### config.mk
export PLATFORM = sky130hd
export DESIGN_NAME = dmem_port_arbiter
export DESIGN_NICKNAME = d
export VERILOG_FILES = /design/src/rtl/dmem_port_arbiter_pkg.sv /design/src/rtl/dmem_port_arbiter_check.sv /design/src/rtl/dmem_port_arbiter.sv
export SDC_FILE = /design/constraint.sdc
export NUM_CORES = 1
export LEC_CHECK = 0
export ABC_AREA = 0
export CAP_MARGIN = 20
export CELL_PAD_IN_SITES_DETAIL_PLACEMENT = 0
export CELL_PAD_IN_SITES_GLOBAL_PLACEMENT = 1
export CORE_AREA = 2 2 153 95
export DETAILED_ROUTE_END_ITERATION = 8
export DIE_AREA = 0 0 155 97
export MAX_ROUTING_LAYER = met4
export PLACE_DENSITY_LB_ADDON = 0.1
export RECOVER_POWER = 25
export REMOVE_ABC_BUFFERS = 1
export SETUP_SLACK_MARGIN = 0.5
export SKIP_LAST_GASP = 1
export SYNTH_ARGS = -nofsm -noshare
export SYNTH_HDL_FRONTEND = slang
export SYNTH_SLANG_ARGS = --single-unit
### constraint.sdc
create_clock -name clk -period 3.9 [get_ports clk]
set_input_delay 0.78 -clock clk [delete_from_list [all_inputs] [get_ports clk]]
set_output_delay 0.78 -clock clk [all_outputs]
set_load 0.05 [all_outputs]
### src/rtl/dmem_port_arbiter_pkg.sv
// rtl/dmem_port_arbiter_pkg.sv - shared data-memory constants: address width and RISC-V func3 access codes
package dmem_port_arbiter_pkg;

  localparam int ADDR_W_DEF = 12;
  localparam int MEM_SIZE   = 1 << ADDR_W_DEF;

  localparam logic [2:0] F3_LB  = 3'b000;
  localparam logic [2:0] F3_LH  = 3'b001;
  localparam logic [2:0] F3_LW  = 3'b010;
  localparam logic [2:0] F3_LBU = 3'b100;
  localparam logic [2:0] F3_LHU = 3'b101;
  localparam logic [2:0] F3_SB  = 3'b000;
  localparam logic [2:0] F3_SH  = 3'b001;
  localparam logic [2:0] F3_SW  = 3'b010;

  typedef enum logic [1:0] {
    GNT_NONE,
    GNT_FETCH,
    GNT_DATA
  } grant_e;

endpackage

### src/rtl/dmem_port_arbiter_check.sv
// rtl/dmem_port_arbiter_check.sv - dmem_access_check: flags illegal func3 or misaligned load/store
module dmem_access_check
  import dmem_port_arbiter_pkg::*;
(
  input  logic       we,
  input  logic [2:0] func3,
  input  logic [1:0] addr_lo,
  output logic       illegal
);

  logic bad_func3;
  logic misaligned;

  always_comb begin
    bad_func3 = 1'b1;
    case (func3)
      F3_LB, F3_LH, F3_LW: bad_func3 = 1'b0;
      F3_LBU, F3_LHU:      bad_func3 = we;
      default:             bad_func3 = 1'b1;
    endcase
  end

  assign misaligned = ((func3[1:0] == 2'b01) && addr_lo[0]) ||
                      ((func3[1:0] == 2'b10) && (addr_lo != 2'b00));

  assign illegal = bad_func3 | misaligned;

endmodule

### src/rtl/dmem_port_arbiter.sv
// rtl/dmem_port_arbiter.sv - shares the data memory between fetch and load/store, data first with fetch anti-starvation
module dmem_port_arbiter
  import dmem_port_arbiter_pkg::*;
#(
  parameter int ADDR_W       = ADDR_W_DEF,
  parameter int STARVE_LIMIT = 3
) (
  input  logic              clk,
  input  logic              rst,
  input  logic              if_req,
  input  logic [ADDR_W-1:0] if_addr,
  output logic              if_ack,
  output logic [31:0]       if_rdata,
  output logic              if_err,
  input  logic              d_req,
  input  logic              d_we,
  input  logic [2:0]        d_func3,
  input  logic [ADDR_W-1:0] d_addr,
  input  logic [31:0]       d_wdata,
  output logic              d_ack,
  output logic [31:0]       d_rdata,
  output logic              d_err,
  output logic              mem_read,
  output logic              mem_write,
  output logic [ADDR_W-1:0] mem_addr,
  output logic [31:0]       mem_wdata,
  output logic [2:0]        mem_func3,
  input  logic [31:0]       mem_rdata
);

  localparam int CNT_W = $clog2(STARVE_LIMIT + 1);
  localparam logic [CNT_W-1:0] STARVE_MAX = CNT_W'(STARVE_LIMIT);

  logic [CNT_W-1:0] starve_cnt;
  logic             if_elig;
  logic             d_elig;
  logic             d_illegal;
  logic             if_misaligned;
  grant_e           gnt;

  dmem_access_check u_check (
    .we      (d_we),
    .func3   (d_func3),
    .addr_lo (d_addr[1:0]),
    .illegal (d_illegal)
  );

  // The ack cycle is masked so a request still held high is not served twice.
  assign if_elig       = if_req & ~if_ack;
  assign d_elig        = d_req & ~d_ack;
  assign if_misaligned = (if_addr[1:0] != 2'b00);

  always_comb begin
    gnt = GNT_NONE;
    if (if_elig && d_elig)
      gnt = (starve_cnt == STARVE_MAX) ? GNT_FETCH : GNT_DATA;
    else if (if_elig)
      gnt = GNT_FETCH;
    else if (d_elig)
      gnt = GNT_DATA;
  end

  always_comb begin
    mem_read  = 1'b0;
    mem_write = 1'b0;
    mem_addr  = '0;
    mem_wdata = '0;
    mem_func3 = 3'b000;
    case (gnt)
      GNT_FETCH: begin
        mem_read  = ~if_misaligned;
        mem_addr  = if_addr;
        mem_func3 = F3_LW;
      end
      GNT_DATA: begin
        mem_read  = ~d_illegal & ~d_we;
        mem_write = ~d_illegal & d_we;
        mem_addr  = d_addr;
        mem_wdata = d_wdata;
        mem_func3 = d_func3;
      end
      default: ;
    endcase
  end

  always_ff @(posedge clk or negedge rst) begin
    if (!rst) begin
      if_ack     <= 1'b0;
      if_err     <= 1'b0;
      if_rdata   <= '0;
      d_ack      <= 1'b0;
      d_err      <= 1'b0;
      d_rdata    <= '0;
      starve_cnt <= '0;
    end else begin
      if_ack <= (gnt == GNT_FETCH);
      if_err <= (gnt == GNT_FETCH) && if_misaligned;
      d_ack  <= (gnt == GNT_DATA);
      d_err  <= (gnt == GNT_DATA) && d_illegal;
      if (gnt == GNT_FETCH)
        if_rdata <= if_misaligned ? 32'h0 : mem_rdata;
      if (gnt == GNT_DATA) begin
        if (d_illegal)
          d_rdata <= 32'h0;
        else if (!d_we)
          d_rdata <= mem_rdata;
      end
      if (gnt == GNT_FETCH || !if_req)
        starve_cnt <= '0;
      else if (if_elig && starve_cnt != STARVE_MAX)
        starve_cnt <= starve_cnt + 1'b1;
    end
  end

endmodule

After elaboration in Yosys (flattened, before gate mapping):

Index checks and enable logic that the tools add are counted.
W data, S select, Z words.

* bits in registers: 70
* input bits: 96
* bits in read-only memories: 0
* output and inout port bits: 117
* word-level logic and storage cells: 60
* latch bits: 0
* memories: 0
* RAM bits: 0

* divide/modulo/power cells: 0
* shift operators: 0
* add/sub/neg operators: 1
* muxes and demuxes: 15
* $mul: 0
* equality and inequality tests: 11
* reduce and logical (&&, ||, !) cells: 16
* bitwise gates (word level): 10
* $lt $le $gt $ge: 0

Operators by type and width (count)
* $mux W32: 4
* $pmux W12 S2: 1
* $mux W2: 6
* $eq A2 B2 Y1 const B: 3
* $eq A3 B3 Y1 const B: 2
* $logic_and A1 B1 Y1: 6
* $pmux W3 S2: 1
* $reduce_bool A2 Y1: 3
* $not A1 Y1: 5
* $and A1 B1 Y1: 4
* $eq A2 B1 Y1 const B: 2
* $pmux W1 S2: 2
* $eq A3 B1 Y1 const B: 1
* $eq A3 B2 Y1 const B: 1
* $logic_not A3 Y1: 1
* $reduce_or A3 Y1: 1
* $add A2 B1 Y2 const B: 1
* $logic_or A1 B1 Y1: 2
* $ne A2 B1 Y1 const B: 1
* $ne A2 B2 Y1 const B: 1
* $reduce_and A2 Y1: 1
* $reduce_or A2 Y1: 1
* $logic_not A1 Y1: 1
* $mux W1: 1
* $or A1 B1 Y1: 1

Longest topological paths before layout:

* depth after elaboration: 8
* depth in mapped cells: 6
* mapped depth without buffers: 4

Cells and area by module:

Synthesis repeated with hierarchy kept, for this count alone.

* cells, all modules: 408
* area total of the unflattened synthesis: 3543.4 µm²

By module, submodules not included
* dmem_port_arbiter: times used 1, cells each 405, seq. area each 1751.7 µm², area an instance 3524.6 µm²
* dmem_access_check: times used 1, cells each 3, seq. area each 0.0 µm², area an instance 18.8 µm²

Worst setup path before layout:

Ideal clock, no wire load.

* kind: input to output
* from: input port d_func3[0]
* to: output port mem_write
* setup slack: 1223 ps
* path buffers: 0
* stages on the path: 3
* data arrival time: 1897 ps
* data required time: 3120 ps
* cells stage by stage: a221oi_2 or2_2 and3_1

* cells in the longest elaborated chain, start to end: 7
* elaborated cells between the ends (all ways): 17
* those cells by class: eq/ne: 6; mux: 2; bitwise: 3; reduce/logical: 6

Ends and longest elaborated chain
* from (decl): line dmem_port_arbiter.sv:17 `input logic [2:0] d_func3,`
* $eq A3 B1 Y1 (tied with other cells): line dmem_port_arbiter_check.sv:16 `case (func3)`
* $reduce_or A3 Y1 (tied with other cells): line dmem_port_arbiter_check.sv:16
* $pmux W1 S2 or $logic_or A1 B1 Y1 (tied branches): line dmem_port_arbiter_check.sv:16, dmem_port_arbiter_check.sv:23
* $or A1 B1 Y1 *: line dmem_port_arbiter_check.sv:26 `assign illegal = bad_func3 | misaligned;`
* $not A1 Y1 *: line dmem_port_arbiter.sv:77 `mem_write = ~d_illegal & d_we;`
* $and A1 B1 Y1 *: line dmem_port_arbiter.sv:77
* $mux W1 *: line dmem_port_arbiter.sv:69 `case (gnt)`
* to (decl): line dmem_port_arbiter.sv:24 `output logic mem_write,`

Every way passes the cells marked *; elsewhere a longest branch is shown, timed or not.

Worst setup path in the final report:

* from: input port d_req
* to: output port mem_addr[1]

* cells in the longest elaborated chain, start to end: 6
* elaborated cells between the ends (all ways): 8
* those cells by class: eq/ne: 2; mux: 4; bitwise: 1; reduce/logical: 1

Ends and longest elaborated chain
* from (decl): line dmem_port_arbiter.sv:15 `input logic d_req,`
* $and A1 B1 Y1 *: line dmem_port_arbiter.sv:50 `assign d_elig = d_req & ~d_ack;`
* $mux W2: line dmem_port_arbiter.sv:59 `else if (d_elig)`
* $mux W2: line dmem_port_arbiter.sv:57 `else if (if_elig)`
* $mux W2 *: line dmem_port_arbiter.sv:55 `if (if_elig && d_elig)`
* $eq A2 B2 Y1 or $eq A2 B1 Y1 (tied branches): line dmem_port_arbiter.sv:69
* $pmux W12 S2 *: line dmem_port_arbiter.sv:69
* to (decl): line dmem_port_arbiter.sv:25 `output logic [ADDR_W-1:0] mem_addr,`

Marked as above.

==> run_results.csv <==
group,metric,value,unit
status,status,"finished, violations left",
status,violations,"capacitance limit, slew limit",
critical_path,cp_top_family,"buffers and inverters",
logic_synthesis,synth_seq_area_share,42.07,%
critical_path,critPathKind,"primary input to primary output",
cts,clk_path_buf_depth,2,
sta,clock_skew,0.01101,ns
detailed_routing,drt_iter0_drc,245,
placement,place_congestion,0.7285,
cts,clk_pin_slew_worst_paths,0.05,ns
min_path,min_from,"if_rdata[22]",
detailed_routing,drt_first_pass_iters,4,
placement,port_buffers,212,
grt,met1_usage,27.98,%
logic_synthesis,ys_ff_latch,70,
power,p_switching,989.6,uW
logic_synthesis,synth_area_per_cell,9.274,um2
power,p_seq_share,29.7,%
final_layout,finalNetCount,735,
cts,cts_inserted_buffers,9,
grt,grt_busiest_layer,"met2",
cts,root_buffer,"clkbuf_16",
grt,grt_overflow,0,
grt,met3_usage,4.928,%
floorplanning,start_util,30.84,%
cts,cts_hold_buf,0,
logic_synthesis,synth_top_cell_area_share,42.07,%
sta,slew_viol_final,71,
min_path,whs_path_depth,2,
detailed_routing,dr_total_vias,4173,
critical_path,cp.required,3.12,ns
grt,grt_max_degree,71,
final_layout,regArea,0.001752,mm2
power,powerDensity,405.0,mW/mm2
grt,grt_util_all_layers,20.44,%
sta,hold_viol,0,
final_layout,fillers,1211,
critical_path,worstSetupStartpoint,"d_req",
grt,grt_pass1_vias,4399,
grt,grt_pass1_wl,23.81,mm
cts,cts_tree,"yes",
cts,clk_latency,0.34,ns
critical_path,r2r_cells,4,
sta,period_needed,3.291,ns
placement,dpl.hpwl,9.815,mm
final_layout,areaGrowthSynthToFinish,69.83,%
logic_synthesis,yosys-top-cells-area,"dfrtp_1 (42%), mux2i_1 (7.7%), o2111ai_1 (6.7%)",
detailed_routing,post-route-drc-count,0,
power,p_int,1.875,mW
placement,place_inst,799,
logic_synthesis,synth_top_cell_by_area,"dfrtp_1",
floorplanning,die_w,155,um
sta,slew-limit-headroom,-23.89,%
logic_synthesis,syn_area,0.004164,mm2
floorplanning,num_rows,33,
sta,whs,0.5140,ns
final_layout,antennaDiodeCount,0,
grt,antenna_found_initial,0,
cts,h-tree-depth,3,
critical_path,crit_slowest_cell,"clkdlybuf4s50_1",
logic_synthesis,yosysUniqueCellTypes,34,
cts,cts.sinks,70,
power,power.share.combinational,35.0,%
detailed_routing,drt_wl_total,14.85,mm
critical_path,rr_startpoint,"d_ack",
sta,setup_violations,0,
floorplanning,die-area,0.01504,mm2
critical_path,startpoint_type,"primary input",
min_path,min_path_type,"register to register",
power,p_sw_share,34.55,%
critical_path,path_max_fanout,37,
floorplanning,die_h,97,um
detailed_routing,wire_per_inst,18.16,um
sta,finalCritPeriodShare,84.38,%
floorplanning,ioPinCount,213,
detailed_routing,via_per_inst,5.101,
critical_path,endpoint_kind,"primary output",
floorplanning,coreArea,0.01350,mm2
grt,grt_use_met2,30.80,%
power,power_frac_clock,35.3,%
logic_synthesis,yosys_warnings,0,
detailed_routing,ant_nets,0,
power,ir_drop,0.1805,mV
sta,worst_pin_slew,1.858,ns
logic_synthesis,synth_cells,449,
final_layout,finalNonFillerCells,818,
power,power,2.864,mW
critical_path,r2r_end,"if_rdata[11]",
critical_path,cp_num_buf_inv,2,
critical_path,crit_chain,"clkdlybuf4s50_1, nand2b_4, o211a_4, a22o_1, buf_4",
final_layout,multi_input_area,0.002067,mm2
sta,fmax,0.3039,GHz
critical_path,cp_slowest_stage_delay,0.53,ns
critical_path,reg2reg_slack,1.81,ns
flow_run,cap_violations,1,
final_layout,drive_gt1_share,14.46,%
sta,rsz0062_at_grt,"no",
min_path,hold_end,"if_rdata[22]",
power,p_leak,3.044,nW
critical_path,cp_data_arrival_time,2.51,ns
==> final cells by class <==
type                            count  area share, %
Clock inverter                      6          1.893
Sequential cell                    70          24.77
Clock buffer                       10          3.238
Multi-Input combinational cell    296          29.23
Timing Repair Buffer              228          36.02
Inverter                           33          1.752
Tap cell                          175          3.096
==> flip-flops by register name, summed over array words and instances, names as in the netlist <==
name,flops
d_ack,1
d_err,1
d_rdata,32
if_ack,1
if_err,1
if_rdata,32
starve_cnt,2
==> worst register-to-register path, stage by stage (launching register included) <==
cell and delay (ns):
dfrtp_1 0.41, nand2b_4 0.42, o211a_4 0.44, buf_4 0.49
mux2i_1 0.26
==> how the worst max path moves through the flow <==
stage                        end  slack, ns  cells after the start
floorplan           mem_func3[2]      -0.10                      2
global placement     mem_addr[8]       0.63                      5
detailed placement   mem_addr[7]       0.60                      5
CTS                 mem_addr[11]       0.59                      5
global route         mem_addr[7]       0.53                      5
finish               mem_addr[1]       0.61                      5
==> cells in the mapped netlist <==
master,instances
dfrtp_1,70
nor2b_1,35
and3_1,34
nand2_1,34
inv_1,33
mux2i_1,32
nand3_1,32
o2111ai_1,32
o211ai_1,32
o21ai_0,32
clkbuf_1,25
a22o_1,13
buf_2,10
buf_6,7
buf_4,6
a21boi_0,2
nor2_1,2
nor3_1,2
a21o_1,1
a21oi_1,1
a221oi_2,1
and3_2,1
and3b_1,1
clkbuf_2,1
clkbuf_4,1
ha_1,1
nand2b_4,1
nand3b_1,1
nand4b_1,1
nor3_2,1
nor4_4,1
o211a_1,1
or2_2,1
or4_1,1
==> power groups by stage <==
| stage | Combinational [mW] | Sequential, mW | Clock [mW] |
|---|---|---|---|
| floorplan | 0.287 | 1.12 | 0 |
| global placement | 1.00 | 0.861 | 0 |
| detailed placement | 1.01 | 0.864 | 0 |
| CTS | 1.01 | 0.852 | 1.03 |
| global route | 1.05 | 0.863 | 1.07 |
| finish | 1.00 | 0.852 | 1.01 |
==> repair_timing <==
action | 4_1_cts | 5_1_grt
endpoints found under the setup margin | 0 | 3
resized for setup | 0 | 0
buffers inserted | 0 | 3
==> per-layer routing <==
layer	part of all wire [%]	vias to the layer above
li1	-	2002
met1	47	2014
met2	46	151
met3	6.5	6
met4	0.41	0
met5	0	-
==> kinds of logic after synthesis <==
kind of cell | after synthesis | synth area share, %
adder cells (fa/ha/maj) | 1 | 0.3004
buffers and inverters | 83 | 9.706
multiplexers | 32 | 7.692
AO/OA/AOI/OAI | 115 | 20.34
flip-flops | 70 | 42.07
AND/OR/NAND/NOR | 148 | 19.89
==> layout by cell type (no fill, tap or decap) <==
master,instances
clkinv_4,1
and3_2,1
nor4_4,1
a22o_1,13
o2111ai_1,32
clkdlybuf4s50_1,161
o211a_4,1
nand2b_4,1
clkinv_2,1
ha_1,1
clkbuf_1,1
clkbuf_2,1
and3b_1,1
nor2b_1,33
nand2_1,34
a221oi_4,1
inv_1,33
dfrtp_1,70
buf_2,1
a21o_1,1
nor3_4,1
buf_4,30
a21oi_4,1
or4_1,1
nand3b_1,1
mux2i_1,32
nand3_1,32
o21ai_0,32
a21boi_0,2
and3_1,34
nor2_4,1
bufinv_16,4
o211ai_1,32
or2_2,1
clkbuf_16,9
buf_12,35
nor2b_4,2
nor2_1,1
nor3_1,2
nand4b_1,1
==> through the flow <==
step                      util, %  cell area [um2]  TNS, ns  setup slack [ns]
final                       52.38             7072        0            0.6090
after global routing        52.38             7072        0            0.5334
after CTS                   52.23             7052        0            0.5935
after detailed placement    49.54             6689        0            0.5982
after global placement      49.54             6689        0            0.6327
after floorplan                 -             3884   -3.491           -0.1038
Power figures use the tool's default switching activity.
==> edit 1, RTL diff (same flow settings) <==
`ADDR_W_DEF`: 12 -> 11.
--- a/src/rtl/dmem_port_arbiter_pkg.sv
+++ b/src/rtl/dmem_port_arbiter_pkg.sv
@@ -3,3 +3,3 @@
 
-  localparam int ADDR_W_DEF = 12;
+  localparam int ADDR_W_DEF = 11;
   localparam int MEM_SIZE   = 1 << ADDR_W_DEF;
Interface: changed (resized d_addr, if_addr and mem_addr); port bits go from 213 to 210. No check against the original RTL was run, so the function may have changed too.
==> edit 1 against the original RTL <==
The run still ends with max-capacitance violations, max-slew violations left. Final cell count down 1.1%. Routed wire length up 0.18%. Worst hold slack better by 0.0017 ns. Largest power group is now combinational logic. Setup slack worse by 0.069 ns. Largest cell class unchanged. Sequential cell count unchanged. Power down 11%. Core utilization down 4.4 points. Synthesized area down 0.96%. Synthesized cell count down 0.22%. Cell area down 8.4%. Critical path type unchanged.
==> edit 1: results (changes against the original RTL) <==
Place
  • DP Area: 6210 sq um (-7.1%)
  • DP Cell Count: 794 (-0.63%)
  • GPL Wtd Cong: 0.698 (-4.2%)
  • Port bufs: 209 (-1.4%)

Timing
  • Fin Clk Skew: 0.0108 ns (-0.000188 ns)
  • Max Slew Vio Count: 71 (unchanged)

Layout
  • Sequential cell area share: 27.0% (+2.3 points)
  • Clock Buffer Count: 9 (-1)
  • Fillers: 1295 (+6.9%)
  • Post-route cell area: 6480 sq um (-8.4%)
  • Multi-input logic area: 2050 sq um (-0.67%)
  • Nonclk buf count: 221 (-3.1%)

Power and ir drop
  • Leak: 0.00283 uW (-6.9%)
  • Pwr Total: 2540 uW (-11%)
  • Combinational gate power: 942 uW (-6%)

Outcome
  • Violated checks: max-capacitance violations, max-slew violations
  • Status: finished, violations left

Drt
  • Number of vias per cell: 5.17 (+1.3%)
  • Drt wl/cell: 18.4 microns (+1.3%)

Synthesis
  • Avg Cell Area, Syn: 9.21 sq um (-0.74%)

Critical path
  • CP max stage delay: 0.46 ns (-0.07 ns)
  • Reg2reg setup slack: 1.66 ns (-0.15 ns)

Global routing
  • Number of global-route vias before repair: 4318 (-1.8%)
  • Gr usage total: 20.2% (-0.26 points)

Job
  • Max Cap Viol: 1 (unchanged)
==> edit 1: cell count changes after synthesis, sizes merged <==
cell	delta
buf	+4
a22o	-1
clkbuf	-4
==> edit 1: path summary, 6_finish.rpt <==
| kind | startpoint | endpoint | cells past startpoint |
|---|---|---|---|
| worst max-delay path | d_req | mem_read | 6 |
| worst max register to register | d_ack$_DFF_PN0_ | if_rdata[5]$_DFFE_PN0P_ | 5 |
| worst min register to register | if_rdata[22]$_DFFE_PN0P_ | if_rdata[22]$_DFFE_PN0P_ | 2 |
| max in group asynchronous | rst | if_rdata[24]$_DFFE_PN0P_ | 1 |
| min in group asynchronous | rst | if_rdata[21]$_DFFE_PN0P_ | 1 |
| worst min-delay path | if_rdata[22]$_DFFE_PN0P_ | if_rdata[22]$_DFFE_PN0P_ | 2 |
==> edit 1: routing by layer <==
layer | wire length (microns) | part of all wire (%) | vias to the layer above | GRT usage, %
met2 | 6850 | 46 | 136 | 31.0
met5 | 0 | 0 | - | -
met1 | 6980 | 47 | 2052 | 26.9
li1 | - | - | 1983 | -
met4 | 110 | 0.74 | 0 | 4.56
met3 | 940 | 6.3 | 11 | 5.06
==> edit 1: critical path: cells and delay by family <==
kind	cells	cell delay [ns]
compound gates	2	0.63
simple gates	1	0.11
buf+inv	3	1.02
==> edit 1: cell families (layout without fill, tap and decap cells) <==
group	after synthesis	after routing	share of synthesized area [%]
adders and majority gates	1	1	0.303
buffers and inverters	83	269	9.19
muxes	32	32	7.77
AOI/OAI and AO/OA	114	114	20.3
and+or+nand+nor	148	148	19.9
DFF	70	70	42.5
==> edit 1: repair_timing <==
item	4_1_cts	5_1_grt
gates resized for setup	0	1
hold endpoints to repair	0	0
setup endpoints to repair	0	13
setup buffers	0	0
==> edit 2, RTL diff (config.mk and constraints unchanged) <==
Made on the original files. Reset style: synchronous (`rst`), changed in one clocked block.
--- a/src/rtl/dmem_port_arbiter.sv
+++ b/src/rtl/dmem_port_arbiter.sv
@@ -85,3 +85,3 @@
 
-  always_ff @(posedge clk or negedge rst) begin
+  always_ff @(posedge clk) begin
     if (!rst) begin
Formal check against the unedited RTL: differs if rst is asserted again (counterexample within 4 cycles, from zero or initial values and one cycle with rst low); with rst held inactive, the same outputs for 10 cycles.
==> edit 2 against the original RTL <==
The flow still finishes with violations (max-capacitance violations, max-slew violations). Sequential cell count is the same. Synthesized area shrank 6.4%. Count of clock-buffer cells in the layout grew 3. Routed wire length grew 10%. Largest power group unchanged. Cell area shrank 2.3%. Largest cell class unchanged. Setup slack lost 0.059 ns. Non-clock buffer count shrank 2. Power shrank 23%. Critical path type unchanged.
==> edit 2: results (changes against the original RTL) <==
Job
  • Max Cap Viol: 1 (unchanged)

Timing
  • Relative slew slack: -4.24% (+20 points)
  • Hold slack: 0.470 ns (-0.0439 ns)
  • Fin Clk Skew: 0.00826 ns (-0.00274 ns)
  • Max Slew Vio Count: 35 (-51%)

Critical path
  • Reg2reg start: starve_cnt[0]$_SDFFE_PP0P_
  • R2R cell count: 5 (+1)
  • CP top delay family: buffers and inverters
  • CP max stage delay: 0.62 ns (+0.09 ns)
  • Critical Path AT: 2.57 ns (+0.06 ns)
  • Slowest CP cell: dlygate4sd3_1
  • Reg2reg setup slack: 1.31 ns (-0.50 ns)
  • Setup crit start: if_req
  • Worst flop-to-flop path endpoint: if_rdata[20]$_SDFFE_PN0P_
  • CP max FO: 34 (-8.1%)

Global routing
  • Grt met2 use: 32.8% (+2.0 points)
  • Largest net degree at the start of global routing: 66 (-7.0%)
  • Initial antenna violation count: 0 (unchanged)
  • Number of global-route vias before repair: 4374 (-0.57%)
  • Gr usage total: 22.6% (+2.2 points)
  • GR Layer Usage met1: 32.2% (+4.2 points)
  • Grt met3 use: 5.51% (+0.58 points)
  • First-pass GRT wire length: 26000 microns (+9.3%)

Clock network
  • Post-CTS Setup Inserts: 0 (unchanged)
  • Num CTS Buffers: 9 (unchanged)
  • Clock slew at reported path FFs: 0.06 ns
  • H-tree depth: 3 (unchanged)
  • Root buf cell: clkbuf_16
  • CTS max path bufs: 2 (unchanged)

Synthesis
  • Sequential fraction of the synthesis area: 36.0% (-6.1 points)
  • Share of synthesized registers carrying an async set or reset: 0% (-100 points)
  • Post-synth top flop: dfxtp_1
  • Top cells by count, synth: 70 x dfxtp_1, 49 x clkbuf_1, 34 x and3_1, 34 x inv_1, 33 x a21oi_1
  • YS warnings: 0 (unchanged)
  • Synth cell types: 37 (+8.8%)
  • Synth area leaders: dfxtp_1 36%, o311ai_2 12%, o2111ai_1 7.2%, o211ai_1 6.2%, and3_1 5.5%

Drt
  • Number of vias per cell: 5.55 (+8.7%)
  • Router iterations before antenna repair: 6 (+2)
  • Iter 0 DRT Violations: 229 (-6.5%)
  • Final WL: 16400 microns (+10%)

Place
  • Hpwl dp: 11300 microns (+15%)
  • DP Area: 6630 sq um (-0.86%)
  • Port bufs: 212 (unchanged)
  • GPL Wtd Cong: 0.838 (+15%)

Power and ir drop
  • Leak: 0.00258 uW (-15%)
  • VDD IR max: 0.206 mV (+14%)

Worst hold path
  • Min-Delay Endpoint: if_rdata[22]$_SDFFE_PN0P_
  • Hold path cells: 2 (unchanged)
  • Hold Crit Start: if_rdata[22]$_SDFFE_PN0P_
  • Worst hold path type: register to register

Layout
  • # nets final: 709 (-3.5%)
  • Biggest registers after layout: d_rdata: 32 flops, if_rdata: 32 flops, starve_cnt: 2 flops
  • Layout cells sized above 1: 19.6% (+5.1 points)

Outcome
  • Status: finished, violations left
  • Violated checks: max-capacitance violations, max-slew violations
[edit 2: cell types whose count changed after synthesis, moves of 24 or more]
cell / unedited run / this run
a21oi_1: 1 / 33
clkbuf_1: 25 / 49
dfrtp_1: 70 / 0
dfxtp_1: 0 / 70
mux2i_1: 32 / 1
nand2_1: 34 / 3
nand3_1: 32 / 1
nand4_1: 0 / 32
nor2b_1: 35 / 3
o21ai_0: 32 / 1
o21ai_1: 0 / 31
o311ai_2: 0 / 29
[edit 2: timing repair]
| action | CTS | global route |
|---|---|---|
| setup endpoints to repair | 13 | 30 |
| gates resized for setup | 2 | 1 |
| hold buffers | 0 | 0 |
[edit 2: cell families (layout without fill, tap and decap cells)]
logic type	count (synthesis)	count (layout)	synth area share (%)
adders and majority gates	1	1	0.321
and+or+nand+nor	92	92	15.1
muxes	1	1	0.257
AOI/OAI and AO/OA	176	176	38.3
DFF	70	70	36.0
buffers and inverters	95	276	9.92
xor gates and xnor gates	1	1	0.225
[edit 2: cell type report]
class / count / area (sq um)
clock inverters: 3 / 17.5
flip-flops and latches: 70 / 1400
inverters: 34 / 128
clock buffers: 13 / 270
well taps: 175 / 219
fillers: 1221 / 6590
multi-input cells: 271 / 2150
repair buffers: 226 / 2720
[edit 2: where the power goes]
group	leakage [uW]	switching [uW]	internal, uW
Sequential	0.000567	12.9	734
Combinational	0.00188	387	286
Clock	0.000142	310	481
[edit 2: stage by stage]
step	worst slack (ns)	total power, uW	cells
global route	0.452	2300	792
finish	0.550	2210	792
CTS	0.609	2240	792
detailed placement	0.348	1440	776
global placement	0.396	1440	776
floorplan	-0.114	1060	375
[edit 2: worst max path at each step]
stage	end	slack (ns)	cells after the start
4_1_cts	mem_wdata[29]	0.61	5
5_1_grt	mem_addr[11]	0.45	5
6_report	mem_write	0.55	5
3_5_place_dp	mem_addr[4]	0.35	5
2_1_floorplan	mem_write	-0.11	3
3_3_place_gp	mem_addr[4]	0.40	5
[edit 2: metal layers]
metal | vias to the layer above | wire [microns]
met1 | 2158 | 8120
met3 | 7 | 1120
met4 | 0 | 77
li1 | 2056 | -
met5 | - | 0
met2 | 172 | 7090
[edit 2: worst reg2reg max path, delay by kind of cell, from the launching register on]
kind / cells / cell delay [ns]
flops: 1 / 0.33
buf+inv: 1 / 1.18
fa+ha+maj: 1 / 0.26
compound gates: 2 / 0.43
simple gates: 1 / 0.34
